**config.mk**
```make
export PLATFORM = sky130hd
export DESIGN_NAME = id_ex_pipe
export DESIGN_NICKNAME = d
export VERILOG_FILES = /design/src/rtl/id_ex_pipe_pkg.sv /design/src/rtl/id_ex_pipe_hazard_detect.sv /design/src/rtl/id_ex_pipe.sv
export SDC_FILE = /design/constraint.sdc
export NUM_CORES = 1
export LEC_CHECK = 0
export ABC_AREA = 1
export CAP_MARGIN = 25
export CORE_UTILIZATION = 35
export DETAILED_ROUTE_END_ITERATION = 10
export PLACE_DENSITY = 0.7
export SYNTH_ARGS = -nofsm -noshare
export SYNTH_HDL_FRONTEND = slang
export SYNTH_SLANG_ARGS = --single-unit
```
**constraint.sdc**
```tcl
create_clock -name Clk -period 4.15 [get_ports Clk]
set_input_delay 0.415 -clock Clk [delete_from_list [all_inputs] [get_ports Clk]]
set_output_delay 0.415 -clock Clk [all_outputs]
set_load 0.005 [all_outputs]
```
**src/rtl/id_ex_pipe_pkg.sv**
```systemverilog
// Shared decode constants and the control bundle carried from ID into EX.
// Types and constants only; no timing or flow-control behaviour here.
package id_ex_pipe_pkg;

  localparam logic [5:0] OP_RTYPE = 6'b000000;
  localparam logic [5:0] OP_LW    = 6'b100011;
  localparam logic [5:0] OP_SW    = 6'b101011;
  localparam logic [5:0] OP_BEQ   = 6'b000100;

  typedef enum logic [1:0] {
    ALUOP_ADD   = 2'b00,
    ALUOP_SUB   = 2'b01,
    ALUOP_FUNCT = 2'b10
  } aluop_e;

  typedef struct packed {
    logic   reg_dst;
    logic   alu_src;
    logic   alu_src2;
    logic   mem_to_reg;
    logic   reg_write;
    logic   mem_read;
    logic   mem_write;
    logic   branch;
    aluop_e alu_op;
  } ctrl_t;

  localparam ctrl_t CTRL_NOP = '0;

  // Any bit that can change architectural state once the instruction retires.
  function automatic logic ctrl_has_side_effect(input ctrl_t c);
    return c.reg_write | c.mem_write | c.mem_read | c.branch;
  endfunction

endpackage

```
**src/rtl/id_ex_pipe_hazard_detect.sv**
```systemverilog
// Load-use hazard check between the load in EX and the instruction in ID.
// Purely combinational (zero latency); output is the upstream freeze request.
module hazard_detect #(
  parameter int REG_W = 5
) (
  input  logic             ex_valid,
  input  logic             ex_mem_read,
  input  logic [REG_W-1:0] ex_rt,
  input  logic             id_valid,
  input  logic [REG_W-1:0] id_rs,
  input  logic [REG_W-1:0] id_rt,
  input  logic             id_uses_rt,
  output logic             load_use_stall
);

  logic ex_is_load;
  logic rs_match;
  logic rt_match;

  // r0 is hard-wired zero, so a load targeting it never produces a value to wait for.
  assign ex_is_load = ex_valid & ex_mem_read & (ex_rt != '0);
  assign rs_match   = (ex_rt == id_rs);
  assign rt_match   = id_uses_rt & (ex_rt == id_rt);

  assign load_use_stall = ex_is_load & id_valid & (rs_match | rt_match);

endmodule

```
**src/rtl/id_ex_pipe.sv**
```systemverilog
// ID/EX pipeline register with load-use bubble insertion, flush and saturating bubble count.
// 1-cycle latency; Stall holds everything, a load-use hazard freezes upstream and inserts one bubble.
module id_ex_pipe
  import id_ex_pipe_pkg::*;
#(
  parameter int DATA_W = 32,
  parameter int REG_W  = 5,
  parameter int CNT_W  = 16
) (
  input  logic              Clk,
  input  logic              Rst,
  input  logic              Flush,
  input  logic              Stall,
  input  logic              ID_Valid,
  input  logic              ID_RegDst,
  input  logic              ID_ALUSrc,
  input  logic              ID_ALUSrc2,
  input  logic              ID_MemtoReg,
  input  logic              ID_RegWrite,
  input  logic              ID_MemRead,
  input  logic              ID_MemWrite,
  input  logic              ID_Branch,
  input  logic [1:0]        ID_ALUOp,
  input  logic              ID_UsesRt,
  input  logic [DATA_W-1:0] ID_PC4,
  input  logic [DATA_W-1:0] ID_ReadData1,
  input  logic [DATA_W-1:0] ID_ReadData2,
  input  logic [DATA_W-1:0] ID_SignExt,
  input  logic [REG_W-1:0]  ID_Rs,
  input  logic [REG_W-1:0]  ID_Rt,
  input  logic [REG_W-1:0]  ID_Rd,
  output logic              EX_RegDst,
  output logic              EX_ALUSrc,
  output logic              EX_ALUSrc2,
  output logic              EX_MemtoReg,
  output logic              EX_RegWrite,
  output logic              EX_MemRead,
  output logic              EX_MemWrite,
  output logic              EX_Branch,
  output logic [1:0]        EX_ALUOp,
  output logic [DATA_W-1:0] EX_PC4,
  output logic [DATA_W-1:0] EX_ReadData1,
  output logic [DATA_W-1:0] EX_ReadData2,
  output logic [DATA_W-1:0] EX_SignExt,
  output logic [REG_W-1:0]  EX_Rs,
  output logic [REG_W-1:0]  EX_Rt,
  output logic [REG_W-1:0]  EX_Rd,
  output logic              EX_Valid,
  output logic              LoadUseStall,
  output logic [CNT_W-1:0]  BubbleCount
);

  ctrl_t             id_ctrl;
  ctrl_t             ex_ctrl;
  logic              ex_valid;
  logic [DATA_W-1:0] ex_pc4;
  logic [DATA_W-1:0] ex_rd1;
  logic [DATA_W-1:0] ex_rd2;
  logic [DATA_W-1:0] ex_sext;
  logic [REG_W-1:0]  ex_rs;
  logic [REG_W-1:0]  ex_rt;
  logic [REG_W-1:0]  ex_rd;
  logic [CNT_W-1:0]  bubble_cnt;
  logic              load_use;
  logic              do_bubble;
  logic              do_load;

  always_comb begin
    id_ctrl            = CTRL_NOP;
    id_ctrl.reg_dst    = ID_RegDst;
    id_ctrl.alu_src    = ID_ALUSrc;
    id_ctrl.alu_src2   = ID_ALUSrc2;
    id_ctrl.mem_to_reg = ID_MemtoReg;
    id_ctrl.reg_write  = ID_RegWrite;
    id_ctrl.mem_read   = ID_MemRead;
    id_ctrl.mem_write  = ID_MemWrite;
    id_ctrl.branch     = ID_Branch;
    id_ctrl.alu_op     = aluop_e'(ID_ALUOp);
  end

  hazard_detect #(
    .REG_W (REG_W)
  ) u_hazard (
    .ex_valid       (ex_valid),
    .ex_mem_read    (ex_ctrl.mem_read),
    .ex_rt          (ex_rt),
    .id_valid       (ID_Valid),
    .id_rs          (ID_Rs),
    .id_rt          (ID_Rt),
    .id_uses_rt     (ID_UsesRt),
    .load_use_stall (load_use)
  );

  // Flush beats Stall so a squash is never lost; Stall beats the hazard so no bubble is counted while frozen.
  assign do_bubble = Flush | (~Stall & load_use);
  assign do_load   = ~Flush & ~Stall & ~load_use;

  always_ff @(posedge Clk or negedge Rst) begin
    if (!Rst) begin
      ex_ctrl  <= CTRL_NOP;
      ex_valid <= 1'b0;
      ex_pc4   <= '0;
      ex_rd1   <= '0;
      ex_rd2   <= '0;
      ex_sext  <= '0;
      ex_rs    <= '0;
      ex_rt    <= '0;
      ex_rd    <= '0;
    end else if (do_bubble) begin
      ex_ctrl  <= CTRL_NOP;
      ex_valid <= 1'b0;
      ex_pc4   <= '0;
      ex_rd1   <= '0;
      ex_rd2   <= '0;
      ex_sext  <= '0;
      ex_rs    <= '0;
      ex_rt    <= '0;
      ex_rd    <= '0;
    end else if (do_load) begin
      ex_ctrl  <= id_ctrl;
      ex_valid <= ID_Valid;
      ex_pc4   <= ID_PC4;
      ex_rd1   <= ID_ReadData1;
      ex_rd2   <= ID_ReadData2;
      ex_sext  <= ID_SignExt;
      ex_rs    <= ID_Rs;
      ex_rt    <= ID_Rt;
      ex_rd    <= ID_Rd;
    end
  end

  always_ff @(posedge Clk or negedge Rst) begin
    if (!Rst) begin
      bubble_cnt <= '0;
    end else if (do_bubble && (bubble_cnt != {CNT_W{1'b1}})) begin
      bubble_cnt <= bubble_cnt + CNT_W'(1);
    end
  end

  assign EX_RegDst    = ex_ctrl.reg_dst;
  assign EX_ALUSrc    = ex_ctrl.alu_src;
  assign EX_ALUSrc2   = ex_ctrl.alu_src2;
  assign EX_MemtoReg  = ex_ctrl.mem_to_reg;
  assign EX_RegWrite  = ex_ctrl.reg_write;
  assign EX_MemRead   = ex_ctrl.mem_read;
  assign EX_MemWrite  = ex_ctrl.mem_write;
  assign EX_Branch    = ex_ctrl.branch;
  assign EX_ALUOp     = ex_ctrl.alu_op;
  assign EX_PC4       = ex_pc4;
  assign EX_ReadData1 = ex_rd1;
  assign EX_ReadData2 = ex_rd2;
  assign EX_SignExt   = ex_sext;
  assign EX_Rs        = ex_rs;
  assign EX_Rt        = ex_rt;
  assign EX_Rd        = ex_rd;
  assign EX_Valid     = ex_valid;
  assign LoadUseStall = load_use;
  assign BubbleCount  = bubble_cnt;

endmodule

```
==> results.ini <==
[status]
status=finished, final reports clean

[placement]
port_buffers=329
gp_congestion=0.763
dp_hpwl_mm=14.9

[power]
p_leak_nw=5.12
ir_drop_mv=0.237
totalPowerFinal_mw=4.04
p_per_area_nw_per_um2=348

[clock_tree]
cts_buffer_depth=2
htreeDepth=4
insertion_delay_ps=420
cts_tree=yes
clock_sinks=170
postCtsSetupRepairBufs=0
numCtsBuffers=17
cts-root-buf=clkbuf_16
path_clk_slew_ps=70

[global_routing]
grt_pass1_wl_mm=35.2
grt_overflow=0
antenna_found_initial=0
grt_usage_pct=20.1
grt_pass1_vias=6638
grt_max_degree=106

[die]
core_sq_um=21200
row_count=53
initial_utilization_pct=36.0
io_pins=330
fp.dieW_um=150
dieArea_sq_um=22400
die_h_um=150

[sta]
worst_clock_skew_ps=9.08
hold_viol=0
slew_headroom_pct=42.7
min_period_over_period_pct=61.1
maxSlewViolCount=0
setup_viol=0
min_period_ps=2540
worst_pin_slew_ps=860
rsz0062_at_grt=false
tns_ps=0
fin_hold_ws_ps=418
max_freq_mhz=394

[synth]
synth_top_family_by_area=simple AND/OR/NAND/NOR gates
syn-num-nets=1008
synth_seq_cells=170
yosysWarnings=0
ys_async_sr_fraction_pct=100
syn_area_sq_um=7630
synth_top_area_cell=dfrtp_1
synth_fa_ha_area_share_pct=0.164
postSynthAreaPerCell_sq_um=9.00
synth_compound_area_share_pct=14.2
syn-instance-count=848
synth.distinct_cells=26
synth-xor-area-share_pct=0.918
ys_seq_area_share_pct=55.7
synth-simple-area-share_pct=22.6
synthFlopType=dfrtp_1
synth_area_leaders=dfrtp_1 56%, nand2_1 18%, o21ai_2 8.7%, o21ai_0 4.8%, buf_12 2.4%
synth_most_common_cell=nand2_1
ys_top_cells_by_count=375 x nand2_1, 170 x dfrtp_1, 76 x o21ai_2
synth_edf_count=0
yosys.area.top_type_share_pct=55.7
synth_mux_area_share_pct=0

[drt]
postRouteAntennaNets=0
wire_per_inst_um=15.5
dr.first_iter.drc_count=332
dr.pass1.iters=4
drt_wl_total_mm=22.3
drc=0
avgViaCountPerCell=4.61
vias=6646

[critical_path]
cp_max_fo=3
setup.worst_path.start_class=primary input
worstPathArrival_ps=2120
worst_setup_path_end_kind=output pin
path_class=in2out
critical_path_required_ps=3730

[job]
cap_viol_max_count=0

[layout]
fin_nets=1314
area_growth_pct=51.8
antennaDiodeCount=0
drive_above_1_share_pct=11.6

[hold_path]
holdCritPathClass=in2async

==> where the power goes <==
part | internal [mW] | switching [mW]
logic | 0.401 | 0.300
registers | 1.76 | 0.0763
clock network | 0.784 | 0.717
total | 2.95 | 1.09
==> logic make-up (layout without fill, tap and decap cells) <==
kind of cell / count (synthesis) / count (layout)
and+or+nand+nor: 432 / 432
DFF: 170 / 170
AOI/OAI and AO/OA: 154 / 154
buffers and inverters: 83 / 402
xor gates and xnor gates: 8 / 8
adders and majority gates: 1 / 1
==> worst paths after layout <==
path	startpoint	end	slack, ps	cells after the start
setup / recovery	ID_Rt[4]	LoadUseStall	1610	10
min in group Clk	EX_ReadData1[5]$_DFFE_PN0P_	EX_ReadData1[5]$_DFFE_PN0P_	480	2
hold / removal	Rst	EX_PC4[20]$_DFFE_PN0P_	420	2
setup reg to reg	EX_Rt[0]$_DFFE_PN0P_	EX_SignExt[2]$_DFFE_PN0P_	1970	10
max in group asynchronous	Rst	EX_ReadData1[3]$_DFFE_PN0P_	2970	3
hold reg to reg	EX_ReadData1[5]$_DFFE_PN0P_	EX_ReadData1[5]$_DFFE_PN0P_	480	2
==> state kept, by name (all words and copies together), names as in the netlist, 2 cells and up <==
register	count
EX_Rt	5
EX_ALUOp	2
EX_Rd	5
EX_PC4	32
EX_ReadData2	32
EX_Rs	5
BubbleCount	16
EX_ReadData1	32
EX_SignExt	32
==> metal layers <==
| layer | wire length (um) | up-vias | GRT usage [%] |
|---|---|---|---|
| li1 | - | 3321 | - |
| met1 | 9700 | 3074 | 25.2 |
| met2 | 10400 | 227 | 33.1 |
| met3 | 1800 | 24 | 5.88 |
| met4 | 415 | 0 | 6.62 |
| met5 | 0 | - | 0 |
==> what timing repair did <==
item,4_1_cts,5_1_grt
hold buffers,0,1
endpoints found under the hold margin,0,20
resized for setup,0,0
==> placed cells by master, fill, tap and decap left out, types with 2 or more instances in the layout <==
master             n
nand2_2            2
clkdlybuf4s50_1  328
nand2_1          375
clkbuf_1           2
clkinvlp_4         3
inv_8              2
xnor2_1            3
buf_12             3
o21ai_0           73
inv_1             26
nor2_1            15
clkinv_4           3
nor2_2             2
xor2_1             5
inv_6              4
clkbuf_16         17
nand3_1           23
dfrtp_1          170
o21ai_2           76
buf_4              4
inv_2              5
o22ai_2            4
nand3b_1           2
nand2_4            3
nand4_1            5
==> metrics by stage <==
step / setup WS [ps] / util (%) / cells / instance area, sq um
after floorplan: 2630 / - / 848 / 7630
after global placement: 1550 / 51.9 / 1408 / 11000
after detailed placement: 1490 / 51.9 / 1408 / 11000
after CTS: 1600 / 54.5 / 1440 / 11600
after global routing: 1430 / 54.6 / 1442 / 11600
final: 1610 / 54.6 / 1442 / 11600
==> critical path, stage by stage <==
cell and delay, ps:
clkdlybuf4s50_1 520, inv_1 60, nand2_1 50, nand2_1 40
nor2_1 120, nand3_1 100, nand2_2 120, nand2_4 80
inv_1 70, clkdlybuf4s50_1 540
==> area by class of cell <==
cell class                      instances  area [sq um]
Fill cell                            1928          9630
Sequential cell                       170          4250
Timing Repair Buffer                  338          3420
Multi-Input combinational cell        595          2910
Clock buffer                           19           433
Tap cell                              275           344
Inverter                               32           123
Clock inverter                         13           111
Power figures use the tool's default switching activity.
